### config.mk
export PLATFORM = sky130hd
export DESIGN_NAME = muldiv_ctrl
export DESIGN_NICKNAME = d
export VERILOG_FILES = /design/src/rtl/muldiv_ctrl.sv
export SDC_FILE = /design/constraint.sdc
export NUM_CORES = 1
export LEC_CHECK = 0
export CAP_MARGIN = 10
export CELL_PAD_IN_SITES_DETAIL_PLACEMENT = 0
export CELL_PAD_IN_SITES_GLOBAL_PLACEMENT = 1
export CORE_ASPECT_RATIO = 1.2
export CORE_MARGIN = 2
export CORE_UTILIZATION = 38
export CTS_BUF_LIST = sky130_fd_sc_hd__clkbuf_16
export DETAILED_ROUTE_END_ITERATION = 8
export PLACE_DENSITY = 0.76
export SLEW_MARGIN = 20
export SYNTH_ARGS = -nofsm -noshare
export SYNTH_HDL_FRONTEND = slang
export SYNTH_SLANG_ARGS = --single-unit
### constraint.sdc
create_clock -name clk -period 10.3 [get_ports clk]
set_input_delay 3.09 -clock clk [delete_from_list [all_inputs] [get_ports clk]]
set_output_delay 3.09 -clock clk [all_outputs]
set_load 0.005 [all_outputs]
### src/rtl/muldiv_ctrl.sv
// muldiv_ctrl: multicycle multiply/divide sequencer and HI/LO owner.
// Runs 32-step shift-add multiply and restoring divide, stalls EX.
//
// Ports:
//   clk    in   core clock, all state on rising edge
//   rst    in   synchronous active-high reset
//   start  in   valid HI/LO-class instruction in EX
//   op     in   000 mult 001 multu 010 div 011 divu 100 mthi 101 mtlo
//   src_a  in   rs: dividend / multiplicand / mthi-mtlo data
//   src_b  in   rt: divisor / multiplier
//   flush  in   cancel in-flight operation
//   stall  out  freeze IF/ID/EX (combinational)
//   hi     out  HI register
//   lo     out  LO register
//   busy   out  high while iterating
//
// Optional feature: define MULDIV_FAST_MUL_EN to compute mult/multu
// combinationally in one cycle; divide always stays iterative.

module muldiv_ctrl (
    input  logic        clk,
    input  logic        rst,
    input  logic        start,
    input  logic [2:0]  op,
    input  logic [31:0] src_a,
    input  logic [31:0] src_b,
    input  logic        flush,
    output logic        stall,
    output logic [31:0] hi,
    output logic [31:0] lo,
    output logic        busy
);

    typedef enum logic [1:0] {
        S_IDLE = 2'd0,
        S_BUSY = 2'd1,
        S_DONE = 2'd2
    } state_t;

    state_t state;
    state_t state_nx;

    // op decode
    logic is_mul;
    logic is_div;
    logic is_mthi;
    logic is_mtlo;
    logic is_multi;
    logic accept;

    assign is_mul  = (op[2:1] == 2'b00);
    assign is_div  = (op[2:1] == 2'b01);
    assign is_mthi = (op == 3'b100);
    assign is_mtlo = (op == 3'b101);

`ifdef MULDIV_FAST_MUL_EN
    assign is_multi = is_div;
`else
    assign is_multi = is_mul | is_div;
`endif

    assign accept = (state == S_IDLE) & start & ~flush;

    // operand magnitudes; op[0]=0 selects the signed variants
    logic        sgn;
    logic        sa;
    logic        sb;
    logic [31:0] amag;
    logic [31:0] bmag;

    assign sgn  = ~op[0];
    assign sa   = sgn & src_a[31];
    assign sb   = sgn & src_b[31];
    assign amag = sa ? (~src_a + 32'd1) : src_a;
    assign bmag = sb ? (~src_b + 32'd1) : src_b;

`ifdef MULDIV_FAST_MUL_EN
    // sign-extend for signed ops; low 64 bits of the product are exact
    logic [63:0] ext_a;
    logic [63:0] ext_b;
    logic [63:0] fast_prod;

    assign ext_a     = {{32{sa}}, src_a};
    assign ext_b     = {{32{sb}}, src_b};
    assign fast_prod = ext_a * ext_b;
`endif

    // iteration state
    // mul: acc = {partial product, multiplier shifting out}
    // div: acc = {remainder, dividend shifting out / quotient in}
    logic [63:0] acc;
    logic [63:0] acc_nx;
    logic [31:0] opd;
    logic [4:0]  cnt;
    logic        div_r;
    logic        neg_lo;
    logic        neg_hi;
    logic        dz;
    logic [31:0] a_raw;
    logic        cnt_last;

    assign cnt_last = (cnt == 5'd31);

    logic [32:0] mul_sum;
    logic [32:0] div_tmp;
    logic [32:0] div_diff;

    always_comb begin
        mul_sum  = {1'b0, acc[63:32]} + (acc[0] ? {1'b0, opd} : 33'd0);
        div_tmp  = {acc[63:32], acc[31]};
        div_diff = div_tmp - {1'b0, opd};
        acc_nx   = {mul_sum, acc[31:1]};
        if (div_r) begin
            // borrow out means the trial subtract failed: restore
            if (div_diff[32])
                acc_nx = {div_tmp[31:0], acc[30:0], 1'b0};
            else
                acc_nx = {div_diff[31:0], acc[30:0], 1'b1};
        end
    end

    // sign correction of the final step's value
    logic [63:0] prod_fix;
    logic [31:0] q_fix;
    logic [31:0] r_fix;
    logic [63:0] res;

    always_comb begin
        prod_fix = neg_lo ? (~acc_nx + 64'd1) : acc_nx;
        q_fix    = neg_lo ? (~acc_nx[31:0] + 32'd1) : acc_nx[31:0];
        r_fix    = neg_hi ? (~acc_nx[63:32] + 32'd1) : acc_nx[63:32];
        res      = prod_fix;
        if (div_r) begin
            if (dz)
                res = {a_raw, 32'hFFFF_FFFF};
            else
                res = {r_fix, q_fix};
        end
    end

    // state register
    always_ff @(posedge clk) begin
        if (rst)
            state <= S_IDLE;
        else
            state <= state_nx;
    end

    // next state
    always_comb begin
        state_nx = state;
        unique case (state)
            S_IDLE: begin
                if (accept & is_multi)
                    state_nx = S_BUSY;
            end
            S_BUSY: begin
                if (flush)
                    state_nx = S_IDLE;
                else if (cnt_last)
                    state_nx = S_DONE;
            end
            S_DONE: state_nx = S_IDLE;
            default: state_nx = S_IDLE;
        endcase
    end

    // outputs
    always_comb begin
        stall = 1'b0;
        busy  = 1'b0;
        unique case (state)
            S_IDLE: stall = start & ~flush & is_multi;
            S_BUSY: begin
                stall = ~flush;
                busy  = 1'b1;
            end
            default: begin
                stall = 1'b0;
                busy  = 1'b0;
            end
        endcase
    end

    // datapath and HI/LO
    always_ff @(posedge clk) begin
        if (rst) begin
            hi     <= 32'd0;
            lo     <= 32'd0;
            cnt    <= 5'd0;
            acc    <= 64'd0;
            opd    <= 32'd0;
            div_r  <= 1'b0;
            neg_lo <= 1'b0;
            neg_hi <= 1'b0;
            dz     <= 1'b0;
            a_raw  <= 32'd0;
        end else begin
            unique case (state)
                S_IDLE: begin
                    if (accept) begin
                        unique case (1'b1)
                            is_div: begin
                                cnt    <= 5'd0;
                                acc    <= {32'd0, amag};
                                opd    <= bmag;
                                div_r  <= 1'b1;
                                neg_lo <= sa ^ sb;
                                neg_hi <= sa;
                                dz     <= (src_b == 32'd0);
                                a_raw  <= src_a;
                            end
                            is_mul: begin
`ifdef MULDIV_FAST_MUL_EN
                                hi <= fast_prod[63:32];
                                lo <= fast_prod[31:0];
`else
                                cnt    <= 5'd0;
                                acc    <= {32'd0, bmag};
                                opd    <= amag;
                                div_r  <= 1'b0;
                                neg_lo <= sa ^ sb;
                                neg_hi <= sa ^ sb;
                                dz     <= 1'b0;
                                a_raw  <= src_a;
`endif
                            end
                            is_mthi: hi <= src_a;
                            is_mtlo: lo <= src_a;
                            default: begin
                                hi <= hi;
                                lo <= lo;
                            end
                        endcase
                    end
                end
                S_BUSY: begin
                    if (flush) begin
                        cnt <= 5'd0;
                    end else begin
                        acc <= acc_nx;
                        cnt <= cnt + 5'd1;
                        if (cnt_last) begin
                            hi <= res[63:32];
                            lo <= res[31:0];
                        end
                    end
                end
                default: begin
                    cnt <= cnt;
                end
            endcase
        end
    end

endmodule

==> impl_metrics.env <==
export IMPL_ys_warn_count=0
export IMPL_setup_viol=0
export IMPL_synth_area_per_cell_um2=7.11
export IMPL_wl_per_cell_um=25.5
export IMPL_boundaryPins=137
export IMPL_die_h_um=246
export IMPL_insertion_delay_ps=580
export IMPL_path_max_fanout=59
export IMPL_drv_cap=0
export IMPL_vias_per_cell=6.21
export IMPL_max_vdd_ir_drop_mv=0.131
export IMPL_gp_congestion=0.951
export IMPL_ant_nets=0
export IMPL_postCtsHoldBufs=0
export IMPL_n_fill_cell=4977
export IMPL_outcome="complete, no violations"
export IMPL_period_needed_ps=8500
export IMPL_rsz0062_at_grt="false"
export IMPL_max_freq_mhz=118
export IMPL_cp_data_arrival_time_ps=5410
export IMPL_worst_slack_ps=1800
export IMPL_first_pass_iters=5
export IMPL_grt_pass1_wl_um=123000
export IMPL_wl_um=83100
export IMPL_cts_resized=0
export IMPL_ys_seq_elements=203
export IMPL_via_count=20252
export IMPL_antenna_found_initial=3
export IMPL_cts_setup_buffers=0
export IMPL_grt_max_degree=103
export IMPL_synth_distinct_cells=107
export IMPL_synth_fp_nets=2747
export IMPL_final_max_slew_viol_count=0
export IMPL_start_util_pct=38.5
export IMPL_clock_sinks=203
export IMPL_fin_crit_sh_pct=82.5
export IMPL_rows=88
export IMPL_p_leak_nw=7.53
export IMPL_power_mw=2.48
export IMPL_yosysSeqAreaShare_pct=21.9
export IMPL_tns_ps=0
export IMPL_powerDensity_mw_per_mm2=118
export IMPL_hpwl_um=64200
export IMPL_crit_path_start_kind="input pin"
export IMPL_drc=0
export IMPL_coreArea_mm2=0.0481
export IMPL_syn_to_final_growth_pct=13.3
export IMPL_drive_above_1_share_pct=6.09
export IMPL_syn_cell_area_mm2=0.0185
export IMPL_clock_path_buffers=3
export IMPL_hold_viol_final=0
export IMPL_worstSetupPathType="input pin to primary output"
export IMPL_grt_pass1_vias=19119
export IMPL_io_buffers=136
export IMPL_worstMarginPinSlew_ps=1020
export IMPL_ys_flop_type="dfxtp_1"
export IMPL_relSlewSlack_pct=31.7
export IMPL_fin_skew_ps=21.8
export IMPL_path_clk_slew_ps=60
export IMPL_required_ps=7210
export IMPL_cp_end_kind="primary output"
export IMPL_synth_edf_count=0
export IMPL_place_inst=3210
export IMPL_h_tree_depth=1
export IMPL_grt_use_total_pct=32.2
export IMPL_hold_class="flop to flop"
export IMPL_place_ws_ps=1870
export IMPL_die_area_mm2=0.0505
export IMPL_synthCells=2604
export IMPL_numCtsBuffers=26
export IMPL_drtIter0Drc=1998
export IMPL_async_flop_share_pct=0
export IMPL_cts_tree="built"
export IMPL_clockRootBuffer="clkbuf_16"
export IMPL_fin_nets=2751
export IMPL_dieWidth_um=206
export IMPL_grt_overflow=0
export IMPL_stdcell_count=3259
## area by class of cell
cell class	instances	area [µm²]	area share, %
diodes	2	5.00	0.0239
clock buffers	27	676	3.22
clock inverters	20	190	0.907
inverters	82	308	1.47
multi-input cells	2135	13400	63.9
flip-flops and latches	203	4070	19.4
well taps	630	788	3.76
repair buffers	160	1540	7.35
## stage by stage
step	cell area [µm²]	util (%)	hold WS [ps]
after global placement	20100	41.8	439
final	21000	43.6	449
after floorplan	18500	-	431
after detailed placement	20100	41.8	442
after CTS	21000	43.6	450
after global routing	21000	43.6	459
## registers in the layout (all words and copies together) (netlist names)
signal / flops
a_raw: 32
acc: 64
cnt: 5
div_r: 1
dz: 1
hi: 32
lo: 32
neg_hi: 1
neg_lo: 1
opd: 32
state: 2
## cell families (layout without fill, tap and decap cells)
family	Yosys count	count (layout)	synth area share, %
flip-flops	203	203	21.9
AND/OR/NAND/NOR	942	942	23.7
other	0	2	0
multiplexers	50	50	2.80
AO/OA/AOI/OAI	889	889	32.1
XOR/XNOR	182	182	8.61
buffers and inverters	266	289	5.90
adder cells (fa/ha/maj)	72	72	4.94
## where the power goes
| part | leakage [nW] | switching (mW) | internal, mW | total [mW] |
|---|---|---|---|---|
| combinational | 5.46 | 0.474 | 0.220 | 0.694 |
| sequential | 1.65 | 0.0231 | 0.808 | 0.831 |
| clock | 0.421 | 0.403 | 0.550 | 0.953 |
| total | 7.53 | 0.900 | 1.58 | 2.48 |
## synth_stat cells (56+ instances only)
| cell | count | area, µm² |
|---|---|---|
| a21oi_1 | 257 | 1290 |
| clkbuf_1 | 138 | 518 |
| dfxtp_1 | 203 | 4060 |
| ha_1 | 70 | 876 |
| inv_1 | 80 | 300 |
| nand2_1 | 348 | 1310 |
| nor2_1 | 265 | 995 |
| nor3_1 | 56 | 280 |
| o211ai_1 | 107 | 803 |
| o21ai_0 | 155 | 776 |
| xnor2_1 | 98 | 858 |
| xor2_1 | 84 | 736 |
## critical path, stage by stage
cell	delay, ps
clkdlybuf4s50_1	520
nor2_2	160
buf_4	360
nor2_2	100
inv_1	80
buf_4	460
clkdlybuf4s50_1	620
## routing by layer
layer,GRT usage (%),vias to the layer above,wire [µm]
li1,-,9485,-
met1,39.7,9742,32700
met2,54.6,818,39800
met3,3.54,207,5440
met4,17.7,0,5180
met5,0,-,0
## cell usage in the layout (no fill, tap or decap), types with 19 or more instances in the layout
cell,count
xor2_1,84
inv_1,82
or3_1,22
o31ai_1,29
ha_1,70
a21oi_1,256
clkbuf_16,27
mux2i_1,37
and2_1,53
dfxtp_1,200
nor3_1,56
xnor2_1,98
nand3_1,30
nand4_1,28
a31oi_1,31
clkdlybuf4s50_1,134
a211oi_1,41
o211ai_1,107
and3_1,21
a22oi_1,28
a21o_1,26
nor4_1,19
nor2_1,262
nand2_1,348
o221ai_1,46
o21ai_0,155
buf_4,23
## final timing paths
kind                            startpoint       end  slack, ps  depth (start not counted)
worst max-delay path                 flush     stall       1800                          7
worst min-delay path              a_raw[6]  a_raw[6]        450                          2
worst max register to register     acc[45]    hi[28]       3440                         21
worst min register to register    a_raw[6]  a_raw[6]        450                          2
Note: power is estimated with default switching activity, not from simulation.
